**src/rtl/board_pkg.sv**
```systemverilog
// rtl/board_pkg.sv - shared board-level types and constants
//
// Purpose: state encoding for the per-channel debounce FSM and board clock
//          constants shared by the input-conditioning blocks.
// Ports:   none (package)

package board_pkg;

    localparam int CLK_HZ = 100000000;

    // 10 ms at CLK_HZ
    localparam int DEFAULT_DEBOUNCE_CYCLES = 1000000;

    typedef enum logic [1:0] {
        STABLE_0 = 2'd0,
        WAIT_1   = 2'd1,
        STABLE_1 = 2'd2,
        WAIT_0   = 2'd3
    } db_state_t;

endpackage

```
**src/rtl/button_debouncer_channel.sv**
```systemverilog
// rtl/button_debouncer_channel.sv - single-bit synchronizer and debounce FSM
//
// Purpose: brings one raw button pin into the clk domain and accepts a new
//          level only after it has been stable for DEBOUNCE_CYCLES+1 cycles.
// Ports:
//   clk         system clock
//   rst_n       synchronous active-low reset
//   btn_raw     asynchronous raw pin, active-high
//   btn_level   debounced level (registered)
//   btn_press   one-cycle pulse on accepted 0->1
//   btn_release one-cycle pulse on accepted 1->0

module button_debouncer_channel
    import board_pkg::*;
#(
    parameter int DEBOUNCE_CYCLES = DEFAULT_DEBOUNCE_CYCLES
) (
    input  logic clk,
    input  logic rst_n,
    input  logic btn_raw,
    output logic btn_level,
    output logic btn_press,
    output logic btn_release
);

    localparam int CNT_W = $clog2(DEBOUNCE_CYCLES) + 1;
    localparam logic [CNT_W-1:0] CNT_LAST = CNT_W'(DEBOUNCE_CYCLES - 1);

    logic             s1;
    logic             s2;
    db_state_t        state;
    db_state_t        state_nxt;
    logic [CNT_W-1:0] cnt;
    logic [CNT_W-1:0] cnt_nxt;
    logic             level_nxt;
    logic             press_nxt;
    logic             release_nxt;

    always_ff @(posedge clk) begin
        if (!rst_n) begin
            s1          <= 1'b0;
            s2          <= 1'b0;
            state       <= STABLE_0;
            cnt         <= '0;
            btn_level   <= 1'b0;
            btn_press   <= 1'b0;
            btn_release <= 1'b0;
        end else begin
            s1          <= btn_raw;
            s2          <= s1;
            state       <= state_nxt;
            cnt         <= cnt_nxt;
            btn_level   <= level_nxt;
            btn_press   <= press_nxt;
            btn_release <= release_nxt;
        end
    end

    // The counter is cleared on every WAIT_* entry, so it never reaches
    // beyond CNT_LAST and cannot wrap.
    always_comb begin
        state_nxt   = state;
        cnt_nxt     = cnt;
        level_nxt   = btn_level;
        press_nxt   = 1'b0;
        release_nxt = 1'b0;
        unique case (state)
            STABLE_0: begin
                if (s2) begin
                    state_nxt = WAIT_1;
                    cnt_nxt   = '0;
                end
            end
            WAIT_1: begin
                if (!s2) begin
                    state_nxt = STABLE_0;
                end else if (cnt == CNT_LAST) begin
                    state_nxt = STABLE_1;
                    level_nxt = 1'b1;
                    press_nxt = 1'b1;
                end else begin
                    cnt_nxt = cnt + CNT_W'(1);
                end
            end
            STABLE_1: begin
                if (!s2) begin
                    state_nxt = WAIT_0;
                    cnt_nxt   = '0;
                end
            end
            WAIT_0: begin
                if (s2) begin
                    state_nxt = STABLE_1;
                end else if (cnt == CNT_LAST) begin
                    state_nxt   = STABLE_0;
                    level_nxt   = 1'b0;
                    release_nxt = 1'b1;
                end else begin
                    cnt_nxt = cnt + CNT_W'(1);
                end
            end
            default: state_nxt = STABLE_0;
        endcase
    end

endmodule

```
**src/rtl/button_debouncer.sv**
```systemverilog
// rtl/button_debouncer.sv - multi-channel push-button debouncer
//
// Purpose: WIDTH independent debounce channels for raw board buttons; level
//          outputs feed the gate exercises (btn_level[0] -> a, [1] -> b).
// Ports:
//   clk         system clock
//   rst_n       synchronous active-low reset
//   btn_raw     [WIDTH] asynchronous raw pins, active-high
//   btn_level   [WIDTH] debounced levels
//   btn_press   [WIDTH] one-cycle accepted-press pulses
//   btn_release [WIDTH] one-cycle accepted-release pulses

module button_debouncer
    import board_pkg::*;
#(
    parameter int WIDTH           = 2,
    parameter int DEBOUNCE_CYCLES = DEFAULT_DEBOUNCE_CYCLES
) (
    input  logic             clk,
    input  logic             rst_n,
    input  logic [WIDTH-1:0] btn_raw,
    output logic [WIDTH-1:0] btn_level,
    output logic [WIDTH-1:0] btn_press,
    output logic [WIDTH-1:0] btn_release
);

    for (genvar i = 0; i < WIDTH; i++) begin : g_ch
        button_debouncer_channel #(
            .DEBOUNCE_CYCLES(DEBOUNCE_CYCLES)
        ) u_ch (
            .clk        (clk),
            .rst_n      (rst_n),
            .btn_raw    (btn_raw[i]),
            .btn_level  (btn_level[i]),
            .btn_press  (btn_press[i]),
            .btn_release(btn_release[i])
        );
    end

endmodule

```
**config.mk**
```make
export PLATFORM = sky130hd
export DESIGN_NAME = button_debouncer
export DESIGN_NICKNAME = d
export VERILOG_FILES = /design/src/rtl/board_pkg.sv /design/src/rtl/button_debouncer_channel.sv /design/src/rtl/button_debouncer.sv
export SDC_FILE = /design/constraint.sdc
export NUM_CORES = 1
export LEC_CHECK = 0
export ABC_CLOCK_PERIOD_IN_PS = 2100
export BUFFER_PORTS_ARGS = -buffer_cell sky130_fd_sc_hd__clkbuf_2
export CAP_MARGIN = 20
export CELL_PAD_IN_SITES_DETAIL_PLACEMENT = 0
export CELL_PAD_IN_SITES_GLOBAL_PLACEMENT = 2
export CORE_MARGIN = 2
export CORE_UTILIZATION = 36
export CTS_BUF_LIST = sky130_fd_sc_hd__clkbuf_8
export DETAILED_ROUTE_END_ITERATION = 8
export PLACE_DENSITY = 0.9
export SYNTH_ARGS = -nofsm -noshare
export SYNTH_HDL_FRONTEND = slang
export SYNTH_SLANG_ARGS = --single-unit
```
**constraint.sdc**
```tcl
create_clock -name clk -period 2.1 [get_ports clk]
set_clock_uncertainty 0.1 [all_clocks]
set_input_delay 0 -clock clk [delete_from_list [all_inputs] [get_ports clk]]
set_output_delay 0 -clock clk [all_outputs]
set_load 0.01 [all_outputs]
```
; Word level (Yosys, flattened, before mapping)
; Index checks and enable logic that the tools add are counted.
[totals]
ff_bits = 56
input_bits = 4
output_inout_bits = 6
wordCells = 95
[op_classes]
n_addsub = 2
eq_ne = 24
muxes = 38
bitwise = 3
reduce_logical = 14
[ops]
columns = op, n
row1 = $mux 21, 10
row2 = $pmux 21 s4, 2
row3 = $add 21x1->21 const B, 2
row4 = $eq 21x20->1 const B, 2
row5 = $mux 2, 12
row6 = $ne 2x1->1 const B, 8
row7 = $pmux 2 s4, 2
row8 = $reduce_and 4->1, 4
row9 = $mux 1, 10
row10 = $reduce_and 5->1, 2
row11 = $eq 2x2->1 const B, 4
row12 = $ne 2x2->1 const B, 4
row13 = $ne 3x1->1 const B, 2
row14 = $ne 3x3->1 const B, 2
row15 = $reduce_and 3->1, 2
row16 = $reduce_or 3->1, 2
row17 = $eq 2x1->1 const B, 2
row18 = $logic_not 2->1, 2
row19 = $pmux 1 s2, 2
row20 = $reduce_bool 2->1, 2
row21 = $not 1->1, 3

; Longest topological paths before layout
[depth]
word_depth = 4
mapped_depth = 7
mapped_depth_nobuf = 6

; Cells and area by module
; A second synthesis with hierarchy kept.
[unflattened]
hier_cells = 324
hier_area_um2 = 2910.3
[modules_own_cells]
columns = mod, n_inst, cells_per_inst, area_each_um2, seq_area_each_um2
row1 = button_debouncer_channel, 2, 162, 1455.1, 560.5

; Worst setup path before layout
; Ideal clock, no wire load.
[synth_timing]
kind = register to register
startpoint = register g_ch[1].u_ch.cnt[0]
endpoint = register g_ch[1].u_ch.cnt[11]
setup_ns = 0.127
t_arrival_ns = 1.845
required_time_ns = 1.873
slack_ns = 0.028
stages_incl_launch_ff = 8
path_buffers = 1
period_less_slack_ns = 2.072
path_cell_list = dfxtp_1 -> ha_1 -> nand2_1 -> or3_4 -> o21ai_2 -> buf_6 -> nor3_1 -> or3_1
[synth_via]
elab_chain_len = 4
word_cells_on_any_way = 6
cone_classes = add/sub (1) / eq/ne (1) / mux (4)
[synth_lines]
columns = element, line_no
row1 = "start, declared", button_debouncer_channel.sv:33  ; logic [CNT_W-1:0] cnt;
row2 = "start signal, assigned", button_debouncer_channel.sv:52  ; cnt <= cnt_nxt;
row3 = $add 21x1->21 / $eq 21x20->1 (equally long branches), -
row4 = $mux 21 *, "button_debouncer_channel.sv:77, button_debouncer_channel.sv:94"
row5 = $mux 21 (on tied branches), "button_debouncer_channel.sv:92, button_debouncer_channel.sv:75"
row6 = $pmux 21 s4 *, button_debouncer_channel.sv:67  ; unique case (state)
; Mark *: on every way between the ends. The rest lies on a longest branch, timed or not. The select of a mux whose other input is x is not followed.
; A chain may end at the register's enable or synchronous reset.

; Worst setup path after layout
[layout_timing]
startpoint = register g_ch[0].u_ch.cnt[0]
endpoint = register g_ch[0].u_ch.cnt[14]
[layout_via]
elab_chain_len = 4
word_cells_on_any_way = 6
cone_classes = add/sub (1) / eq/ne (1) / mux (4)
[layout_lines]
columns = element, line_no
row1 = "start, declared", button_debouncer_channel.sv:33
row2 = "start signal, assigned", button_debouncer_channel.sv:52
row3 = $add 21x1->21 / $eq 21x20->1 (equally long branches), -
row4 = $mux 21 *, "button_debouncer_channel.sv:77, button_debouncer_channel.sv:94"
row5 = $mux 21 (on tied branches), "button_debouncer_channel.sv:92, button_debouncer_channel.sv:75"
row6 = $pmux 21 s4 *, button_debouncer_channel.sv:67
; Marks and branches as above.

==> metrics <==
final core occ 0.424; crit path max fanout 6; layout cells sized above 1 0.181; global-route wire length before repair 11.6 mm; WL final 6.58 mm; most frequent cells in the layout dfxtp_1, nand2_1, buf_4; syn nets 345; Pwr Total 1.87 mW; Final HPWL DP 4.72 mm; placed cell count 455; Post-DRT Antenna Nets 0; worst setup margin 0.103 ns; Critical-path top delay cell or4_1; largest net degree at the start of global routing 28; Num CTS Buffers 5; Fill cells 792; Pins Over Slew Limit 0; Mapped Cells 339; Pleak 1.10 nW; Max Root-Sink Buffers 2; Max-Cap Viols 0; Power Dens Cells 573 mW/mm^2; Syn Area/Cell 8.40 sq um; Worst slew margin 0.598; Avg WL per Cell 14.1 um; Final Critical Period 2.00 ns; Layout Nets 370; Final setup viols 0; pre-CTS WS 0.0629 ns; adder-cell share of the synthesized area 0.00879; Main synth FF type dfxtp_1; Seq/Total Area, Yosys 0.394; Area contributors post-synth dfxtp_1, nand3_1, nand2_1, a21oi_1, nor2_1; DR vias 2560; Vias/cell 5.48; total global routing track utilization 0.163; # diodes 0; Worst Hold Class primary input to flop; hold_ws 0.348 ns; final non-filler cell total 467; Root Driver clkbuf_8; Synth async-reset ratio 0; Die ar. 0.00864 sq mm; area of the multi-input gates 0.00158 sq mm; Compound-Gate Fraction of Synth Area 0.159; CTS tree yes; Hold Vio Cnt, Final 0; leading area contributor after synthesis dfxtp_1; grt ovf 0; Register Area 0.00113 sq mm; clock sink count 56; type of the worst setup path flop to flop; FF+latch count, synth 56; Clk Latency, worst-skew pair 0.30 ns; CP cell instances ha_1 -> and4_1 -> nand3b_1 -> o211ai_1 -> buf_4 -> or4_1 -> o21ai_1; number of synthesized flops with an enable pin 0; largest family of logic cells by synthesized area simple AND/OR/NAND/NOR gates; critical path's top delay family simple AND/OR/NAND/NOR gates; starting density of the core 0.370; core area 0.00769 sq mm; vias in the first global route 2472; Required @ worst endpoint 2.23 ns; DIE HEIGHT 92.9 um; Worst Tran Pin Value 0.602 ns; initial detailed-routing violation count 155; outcome finished clean; Peak Freq 0.501 GHz; post-synth top area share 0.394; # IOs 10; Port Buffers 9; CP endpoint kind flop; die width 92.9 um; Synth Warn # 0; DRC Markers 0; row cnt 32; Critical Path AT 2.13 ns; mux cell area share after synthesis 0.00703; XOR/XNOR Fraction of Synth Area 0.0457; DR pass1 iterations 4; Startpoint Class flop; Simple-Gate Fraction of Synth Area 0.331; GPL Wtd Cong 0.851; Slowest Stage Delay on Critical Path 0.46 ns; cell area after synthesis 0.00285 sq mm; Critical path buffers and inverters 1; initial antenna violation count 0; Clock transition at path regs 0.10 ns; Area Growth Syn to Fin 14.4%; Peak VDD IR 0.374 mV; final worst path period share 0.951; htree depth 2; most common cell after layout, fill and taps aside dfxtp_1; Unique masters post-synth 49
-- synth_stat cells (3+ instances only) --
cell type and instances:
a21oi_1 20, a31oi_1 3, a32o_1 5, and2_1 5, and4_1 3, buf_2 6, buf_4 6, clkbuf_1 9
dfxtp_1 56, inv_1 6, nand2_1 35, nand3_1 28, nand4_1 12, nand4b_1 3, nor2_1 26, nor3_1 9
nor3b_1 5, nor4_2 5, nor4b_1 4, o211ai_1 4, o21a_1 3, o21ai_0 14, o21ai_1 8, o31ai_1 5
or3_1 5, or4_1 12, xnor2_1 4, xor2_1 9
-- state kept, by name, indices dropped and copies added (netlist names), named ones only --
name,cells
g_ch.u_ch.state,2
g_ch.u_ch.s1,2
g_ch.u_ch.cnt,42
g_ch.u_ch.btn_press,2
g_ch.u_ch.btn_level,2
g_ch.u_ch.btn_release,2
g_ch.u_ch.s2,2
-- metrics by stage --
| stage | setup TNS, ns | area [sq um] |
|---|---|---|
| after global routing | -0.00766 | 3260 |
| final | 0 | 3260 |
| after global placement | 0 | 3100 |
| after detailed placement | 0 | 3100 |
| after floorplan | 0 | 2850 |
| after CTS | 0 | 3240 |
-- kinds of logic after synthesis --
| logic type | after synthesis |
|---|---|
| buf+inv | 29 |
| flops | 56 |
| simple gates | 165 |
| xor+xnor | 14 |
| compound gates | 71 |
| fa+ha+maj | 2 |
| mux | 2 |
-- worst paths after layout --
path	startpoint	endpoint	slack, ns	cells after the start
max	g_ch[0].u_ch.cnt[0]	g_ch[0].u_ch.cnt[14]	0.10	7
min	btn_raw[1]	g_ch[1].u_ch.s1	0.35	3
max reg2reg	g_ch[0].u_ch.cnt[0]	g_ch[0].u_ch.cnt[14]	0.10	7
min reg2reg	g_ch[1].u_ch.s1	g_ch[1].u_ch.s2	0.36	1
-- routing by layer --
metal  global-route usage  wire length [um]  vias to the layer above
li1                     -                 -                     1298
met2                0.257              2820                       56
met4               0.0343                46                        0
met5                    0                 0                        -
met1                0.236              3420                     1202
met3               0.0269               289                        4
-- area by class of cell --
type,count,share of cell area
clock buffers,5,0.0211
flip-flops and latches,56,0.346
clock inverters,3,0.0119
inverters,6,0.00691
well taps,102,0.0392
repair buffers,41,0.0899
multi-input cells,254,0.485
-- worst reg2reg max path, stage by stage (launching register included) --
cell and delay (ns):
dfxtp_2 0.35, ha_1 0.20, and4_1 0.21, nand3b_1 0.14, o211ai_1 0.17, buf_4 0.21
or4_1 0.46, o21ai_1 0.10
-- what timing repair did --
| item | 4_1_cts | 5_1_grt |
|---|---|---|
| buffers inserted | 0 | 1 |
| hold buffers | 3 | 0 |
| gates resized for setup | 0 | 5 |
| setup endpoints to repair | 0 | 12 |
| endpoints found under the hold margin | 4 | 0 |
-- report_power, final --
group          internal, mW  switching [mW]  total (mW)  leakage (nW)
combinational        0.0344          0.0625      0.0970         0.583
clock                 0.350           0.341       0.691        0.0593
sequential             1.07         0.00874        1.08         0.454
Power figures use the tool's default switching activity.
